`config.mk`:
```
export PLATFORM = sky130hd
export DESIGN_NAME = connect4_move_input
export DESIGN_NICKNAME = d
export VERILOG_FILES = /design/src/rtl/connect4_move_input.sv
export SDC_FILE = /design/constraint.sdc
export NUM_CORES = 1
export LEC_CHECK = 0
export CORE_UTILIZATION = 44
export DETAILED_ROUTE_END_ITERATION = 7
export GPL_TIMING_DRIVEN = 1
export PLACE_DENSITY = 0.72
export RECOVER_POWER = 100
export SYNTH_ARGS = -nofsm -noshare
export SYNTH_HDL_FRONTEND = slang
export SYNTH_SLANG_ARGS = --single-unit
```
`constraint.sdc`:
```
create_clock -name clk -period 1.9 [get_ports clk]
set_input_delay 0.19 -clock clk [delete_from_list [all_inputs] [get_ports clk]]
set_output_delay 0.19 -clock clk [all_outputs]
set_load 0.02 [all_outputs]
```
`src/rtl/connect4_move_input.sv`:
```
// Move-entry front end: synchronizes and debounces the drop button, latches the
// column switches on a press, validates the move and offers it with valid/ready.
module connect4_move_input #(
    parameter int NUM_COLS        = 7,
    parameter int NUM_ROWS        = 6,
    parameter int DEBOUNCE_CYCLES = 4
) (
    input  logic                clk,
    input  logic                rst_n,
    input  logic [3:0]          sw,
    input  logic                btn,
    input  logic [NUM_COLS-1:0] col_full,
    input  logic                move_ready,
    output logic                move_valid,
    output logic [2:0]          move_col,
    output logic                move_player,
    output logic                invalid_pulse,
    output logic [5:0]          move_count,
    output logic                board_full
);

    localparam int             MAX_MOVES = NUM_COLS * NUM_ROWS;
    localparam logic [5:0]     MAX_COUNT = 6'(MAX_MOVES);
    localparam int             CNT_W     = (DEBOUNCE_CYCLES > 1) ? $clog2(DEBOUNCE_CYCLES) : 1;
    localparam logic [CNT_W-1:0] CNT_LAST = CNT_W'(DEBOUNCE_CYCLES - 1);

    typedef enum logic [1:0] {
        IDLE     = 2'd0,
        CHECK    = 2'd1,
        OFFER    = 2'd2,
        WAIT_REL = 2'd3
    } state_t;

    // ------------------------------------------------------------------
    // Two-stage synchronizers for the asynchronous button and switches
    // ------------------------------------------------------------------
    logic       btn_meta_reg;
    logic       btn_sync_reg;
    logic [3:0] sw_meta_reg;
    logic [3:0] sw_sync_reg;

    always_ff @(posedge clk or negedge rst_n) begin
        if (!rst_n) begin
            btn_meta_reg <= 1'b0;
            btn_sync_reg <= 1'b0;
            sw_meta_reg  <= 4'd0;
            sw_sync_reg  <= 4'd0;
        end else begin
            btn_meta_reg <= btn;
            btn_sync_reg <= btn_meta_reg;
            sw_meta_reg  <= sw;
            sw_sync_reg  <= sw_meta_reg;
        end
    end

    // ------------------------------------------------------------------
    // Debounce: the level only flips after DEBOUNCE_CYCLES consecutive
    // cycles of disagreement; any agreeing cycle restarts the count.
    // ------------------------------------------------------------------
    logic [CNT_W-1:0] db_cnt_reg;
    logic [CNT_W-1:0] db_cnt_next;
    logic             db_level_reg;
    logic             db_level_next;
    logic             db_prev_reg;
    logic             press_evt;

    always_comb begin
        db_cnt_next   = db_cnt_reg;
        db_level_next = db_level_reg;
        if (btn_sync_reg == db_level_reg) begin
            db_cnt_next = '0;
        end else if (db_cnt_reg == CNT_LAST) begin
            db_level_next = ~db_level_reg;
            db_cnt_next   = '0;
        end else begin
            db_cnt_next = db_cnt_reg + CNT_W'(1);
        end
    end

    always_ff @(posedge clk or negedge rst_n) begin
        if (!rst_n) begin
            db_cnt_reg   <= '0;
            db_level_reg <= 1'b0;
            db_prev_reg  <= 1'b0;
        end else begin
            db_cnt_reg   <= db_cnt_next;
            db_level_reg <= db_level_next;
            db_prev_reg  <= db_level_reg;
        end
    end

    assign press_evt = db_level_reg & ~db_prev_reg;

    // ------------------------------------------------------------------
    // Move validation on the latched column
    // ------------------------------------------------------------------
    state_t               state_reg;
    logic [3:0]           col_reg;
    logic [NUM_COLS-1:0]  col_hit;
    logic                 col_oob;
    logic                 reject;

    for (genvar gi = 0; gi < NUM_COLS; gi++) begin : g_col_hit
        assign col_hit[gi] = (col_reg == 4'(gi)) && col_full[gi];
    end

    assign col_oob = (int'(col_reg) >= NUM_COLS);
    assign reject  = board_full | col_oob | (|col_hit);

    // ------------------------------------------------------------------
    // Control FSM with registered outputs
    // ------------------------------------------------------------------
    logic       move_valid_reg;
    logic [2:0] move_col_reg;
    logic       move_player_reg;
    logic       invalid_pulse_reg;
    logic [5:0] move_count_reg;

    always_ff @(posedge clk or negedge rst_n) begin
        if (!rst_n) begin
            state_reg         <= IDLE;
            col_reg           <= 4'd0;
            move_valid_reg    <= 1'b0;
            move_col_reg      <= 3'd0;
            move_player_reg   <= 1'b0;
            invalid_pulse_reg <= 1'b0;
            move_count_reg    <= 6'd0;
        end else begin
            invalid_pulse_reg <= 1'b0;
            case (state_reg)
                IDLE: begin
                    if (press_evt) begin
                        col_reg   <= sw_sync_reg;
                        state_reg <= CHECK;
                    end
                end
                CHECK: begin
                    if (reject) begin
                        invalid_pulse_reg <= 1'b1;
                        state_reg         <= WAIT_REL;
                    end else begin
                        move_valid_reg <= 1'b1;
                        move_col_reg   <= col_reg[2:0];
                        state_reg      <= OFFER;
                    end
                end
                OFFER: begin
                    // The offer is committed: later col_full changes cannot withdraw it
                    if (move_ready) begin
                        move_valid_reg  <= 1'b0;
                        move_player_reg <= ~move_player_reg;
                        if (move_count_reg != MAX_COUNT) begin
                            move_count_reg <= move_count_reg + 6'd1;
                        end
                        state_reg <= WAIT_REL;
                    end
                end
                WAIT_REL: begin
                    if (!db_level_reg) begin
                        state_reg <= IDLE;
                    end
                end
                default: state_reg <= IDLE;
            endcase
        end
    end

    assign move_valid    = move_valid_reg;
    assign move_col      = move_col_reg;
    assign move_player   = move_player_reg;
    assign invalid_pulse = invalid_pulse_reg;
    assign move_count    = move_count_reg;
    assign board_full    = (move_count_reg == MAX_COUNT);

endmodule

```
-- After elaboration in Yosys (flattened, before gate mapping)
Index checks and enable logic that the tools add are counted.
- output and inout port bits: 13
- input port bits: 15
- logic and storage cells: 72
- flip-flop bits (word level): 32
- add/subtract/negate cells: 2
- muxes and demuxes: 12
- equality and inequality tests: 17
- bitwise logic cells: 8
- reductions and logical operators: 18
- magnitude comparators: 1
- operators with widths (cell ; count):
    $eq 4x3->1 const B ; 3
    $mux 2 ; 5
    $reduce_and 3->1 ; 3
    $eq 4x2->1 const B ; 2
    $ne 2x2->1 const B ; 4
    $pmux 2 s4 ; 1
    $reduce_and 2->1 ; 4
    $logic_and 1x1->1 ; 7
    $reduce_or 7->1 ; 1
    $add 6x1->6 const B ; 1
    $eq 2x2->1 const B ; 3
    $eq 6x6->1 const B ; 1
    $ne 6x6->1 const B ; 1
    $mux 1 ; 5
    $not 1->1 ; 5
    $eq 4x1->1 const B ; 1
    $ge 4x3->1 const B ; 1
    $logic_not 4->1 ; 1
    $add 2x1->2 const B ; 1
    $eq 2x1->1 const B ; 1
    $logic_not 2->1 ; 1
    $or 1x1->1 ; 2
    $pmux 1 s2 ; 1
    $reduce_bool 2->1 ; 1
    2 further kinds ; 2

-- Longest topological paths before layout
- depth in word-level cells: 6
- mapped depth: 7
- mapped depth without buffers: 7

-- Least setup slack after synthesis
Ideal clock, no wire load.
- kind: register to register
- from: register col_reg[1]
- to: register move_col_reg[0], in the netlist move_col[0]
- data arrival time: 1.828 ns
- setup slack: -0.052 ns
- data required time: 1.775 ns
- path buffers: 0
- stages on the path, launching flop included: 5
- clock period less this slack: 1.952 ns
- library setup time: 0.125 ns
- cells stage by stage: dfrtp_1 > mux2_1 > mux4_2 > nor3b_2 > mux2_2
- cells in the longest elaborated chain, start to end: 6
- elaborated cells on any way between the ends: 20
- classes of those cells: order compare (1); eq/ne (6); bitwise (3); reduce/logical (10)
- RTL lines (item ; RTL line ; source):
    from (decl) ; 98 ; logic [3:0] col_reg;
    from (signal assigned) ; 133 ; col_reg <= sw_sync_reg;
    parallel branches: the longest is 3 deep, another holds $ge 4x3->1 ; -- ;
    $or 1x1->1 * ; 108 ; assign reject = board_full | col_oob | (|col_hit);
    $not 1->1 (no line) * ; -- ;
    $reduce_and 2->1 (no line) * ; -- ;
    to (signal assigned) ; 143 ; move_col_reg <= col_reg[2:0];
    to (decl) ; 114 ; logic [2:0] move_col_reg;
Mark *: on every way between the ends.
A chain may end at the register's enable or synchronous reset.

-- Worst setup path in the final report
- from: register col_reg[1]
- to: register move_col_reg[2], in the netlist move_col[2]
Same word-level chain as after synthesis.

==> results.txt <==
The worst setup path is captured at a flop. The share of synthesized area occupied by flip-flops and latches is 60.8%. The final reports fail on DRC, setup timing. The maximum operating frequency is 499 MHz. Summed over all cells, the static leakage comes to 0.829 nW. The clock latency at the later pin of the worst-skew pair is 0.33 ns. After synthesis, the largest area contributor takes up 60.8% of total cell area.

The slowest stage cell on the critical path is mux4_2. The signal on the critical path passes through mux2_4 -> mux4_2 -> nor3b_4 -> mux2_2. The number of instances on the worst hold path came out at 0.

The remaining design rule violation count is 11. The critical register-to-register path startpoint is col_reg[1]. Sequential cells account for 41.9% of the total power.

The number of storage elements in the synthesis netlist came out at 32. Summed over all layers, the global routing overflow is 0. The synthesized instance count is 94.

The detailed-route vias per instance came out at 5.19. The slack of the worst reg-to-reg path came out at -0.10 ns. The internal portion of the total power is 0.00164 W.

The via count is 866. The number of cells on the worst reg-to-reg path came out at 4. The detail route stage leaves a number of antenna-violating nets equal to 0. The fraction of registers with async set or reset after synthesis came out at 100%. The relative slew slack is 50.1%. Counting I/O delays and the setup requirement, the final critical path takes 2.00 ns. At the end of routability-driven placement, the weighted congestion stood at 0.790. The class of the most critical setup path is reg2reg.

The total power divided by cell area is 1470 nW/µm². The worst-path maximum fanout is 6. The worst min-delay path category is reg2reg. For the worst setup path, the data arrival time is 2.24 ns.

In the final routed layout, each cell accounts on average for 13.9 µm. The number of antenna cells inserted is 0. Yosys attributes the largest share of cell area to dfrtp_1, ha_1, mux2_2, xnor2_1, o21ai_0. The largest clock skew in the final design came out at 0.00394 ns. The number of hold violations in the final report is 0.

The global routing usage on met3 is 7.60%. The layer with the highest usage after global routing is met2. The die covers 3220 µm². For this run, the detailed router's first-pass iteration total came to 6. The clock group share of total power came out at 15.3%. The number of sinks driven by the clock tree came out at 32. The cell type group with the largest total delay on the critical path is multiplexers. Across the run, the number of max-cap violations was 0.

In this run, the number of DRC markers left after iteration 0 of detailed routing was 47. The buffer cell driving the clock tree root is clkbuf_4. The net count of the mapped netlist came out at 117. The power dissipated by switching net loads is 0.000935 W. The initial antenna violation count came out at 0. Setup repair after global routing could not meet its margin everywhere. The flow ran to the end, but the final reports show violations. Summed over all layers, the routed wires come to 2.33 mm. For the pin with the worst max-slew slack, the measured transition is 0.748 ns.

The met2 track demand over resource in global routing is 28.9%. STA classifies the critical path startpoint as a flop. In this run, the combinational gates consume 42.8% of the power. The number of buffers on the longest clock path came out at 2. The via count of the first global-routing pass is 941.

Global routing used 18.3% of the available met1 tracks. In the synthesized netlist, the cells that appear most often are dfrtp_1, ha_1, mux2_2. The reg-to-reg endpoint is move_col[2]. The number of CTS-inserted buffers is 5. The all-layer global routing usage came out at 17.1%. The maximum level of the CTS H-tree is 2. The placeable core region is 2810 µm². Yosys printed 0 warnings.

28 I/O pins were placed. The worst hold path begins at btn_meta_reg. TritonCTS built the clock tree.

The cell area after technology mapping is 1320 µm². Of the cells placed in the final design, the portion with a size suffix greater than 1 is 22.8%. In this run the mean area of a mapped cell was 14.0 µm². The register with the most flip-flops in the layout has 6 of them.

The largest incremental delay on the critical path came out at 0.51 ns. The final setup violation count came out at 5. Dividing the final minimum period by the clock period gives 105%.

The share of total power consumed by net switching is 36.3%. The required time of the worst setup path came out at 2.13 ns. The global-route wire length before repair is 4.02 mm. VDD sags by at most 797 µV.

Together, buffers and inverters on the worst path number 0. The number of library cell types mapped by synthesis is 27. The die extent in y is 56.7 µm. Compared with the post-synthesis result, the final layout area differs by 33.0%. The number of max-slew violations in the final report is 0. The most used flip-flop cell after synthesis is dfrtp_1. The clock input transition at the sequential cells of the worst setup and hold paths came out at 0.11 ns.

The slack of the critical path came out at -0.104 ns. Summed over all instances, the cell type with the most area after synthesis is dfrtp_1. The aggregate negative setup slack is -0.380 ns. From left edge to right edge, the die measures 56.7 µm. The port buffer count came out at 27.

The number of standard-cell rows in the floorplan came out at 19. In the post-synthesis netlist, the cell with the most instances is dfrtp_1. The starting density of the core came out at 47.0%. The utilization of the core after routing is 62.5%. The worst hold path terminates at btn_sync_reg.

For this run, the post-layout net count is 158. The number of flops mapped to enable cells by yosys is 0. The largest net degree at the start of global routing came out at 33.
layout by cell type, fill, tap and decap left out:
cell,instances
dfrtp_1,31
nand3_1,3
nand2b_1,1
or2_4,1
clkbuf_2,1
o211ai_1,1
inv_1,5
mux2_2,8
or4b_1,1
nor2b_1,1
nor3_1,1
a222oi_1,1
dlygate4sd3_1,18
nand4_1,1
o21ai_1,1
clkinv_4,1
nand2_1,3
and3_1,3
dfrtp_2,1
xnor2_1,5
xor2_1,2
clkinvlp_4,2
ha_1,8
buf_4,7
mux2_4,2
o21a_1,1
mux4_2,1
nand3b_1,2
o21ai_0,4
or2_0,1
a31oi_1,1
nand4b_1,1
a2bb2oi_1,1
clkbuf_4,5
nor3b_4,1
clkdlybuf4s50_1,8
and2b_2,1
worst max-delay path by stage:
stage,startpoint,to,cells after the start
floorplan,col_reg[1],move_col[0],4
global placement,col_full[3],move_col[0],5
detailed placement,col_full[3],move_col[2],5
CTS,col_reg[1],move_col[1],4
global route,col_reg[1],move_col[2],4
finish,col_reg[1],move_col[2],4
routing by layer:
metal	wire length, µm	share of wire [%]
met4	44	1.9
met2	1170	50
met5	0	0
met3	135	5.8
met1	983	42
through the flow:
step	setup slack, ns	total power [W]	instances	hold WS [ns]	instance area, µm²
CTS	-0.108	0.00264	167	0.247	1760
global placement	-0.188	0.00217	159	0.331	1690
global route	-0.163	0.00276	167	0.367	1750
detailed placement	-0.244	0.00222	159	0.337	1690
finish	-0.104	0.00257	167	0.359	1750
floorplan	-0.0251	0.00173	94	-0.106	1320
cell type report:
class | count | area (µm²)
fill | 241 | 1050
sequential | 32 | 802
multi-input combinational | 57 | 514
timing repair buffer | 34 | 318
tap | 31 | 38.8
clock buffer | 5 | 37.5
clock inverter | 3 | 23.8
inverter | 5 | 18.8
power groups by stage:
stage          Combinational [W]  Clock [W]  Sequential, W
6_report                 0.00110   0.000394        0.00108
5_1_grt                  0.00121   0.000444        0.00111
4_1_cts                  0.00115   0.000410        0.00108
3_5_place_dp             0.00113          0        0.00109
3_3_place_gp             0.00109          0        0.00108
2_1_floorplan           0.000549          0        0.00118
what timing repair did:
action	4_1_cts	5_1_grt
cloned	0	0
pin swaps	2	0
resized for setup	7	4
hold buffers	0	0
buffers inserted	0	0
setup endpoints to repair	6	6
worst register-to-register path, cell delays in order, from the launching register on:
cell     delay, ns
dfrtp_2       0.47
mux2_4        0.32
mux4_2        0.52
nor3b_4       0.25
mux2_2        0.36
kinds of logic after synthesis:
logic type                 after synthesis  synth area share, %
DFF                                     32                 60.8
and+or+nand+nor                         21                 10.4
muxes                                   11                 10.3
AOI/OAI and AO/OA                       10                 4.94
adders and majority gates                8                 7.60
xor gates and xnor gates                 7                 4.65
buffers and inverters                    5                 1.42
Power figures use the tool's default switching activity.
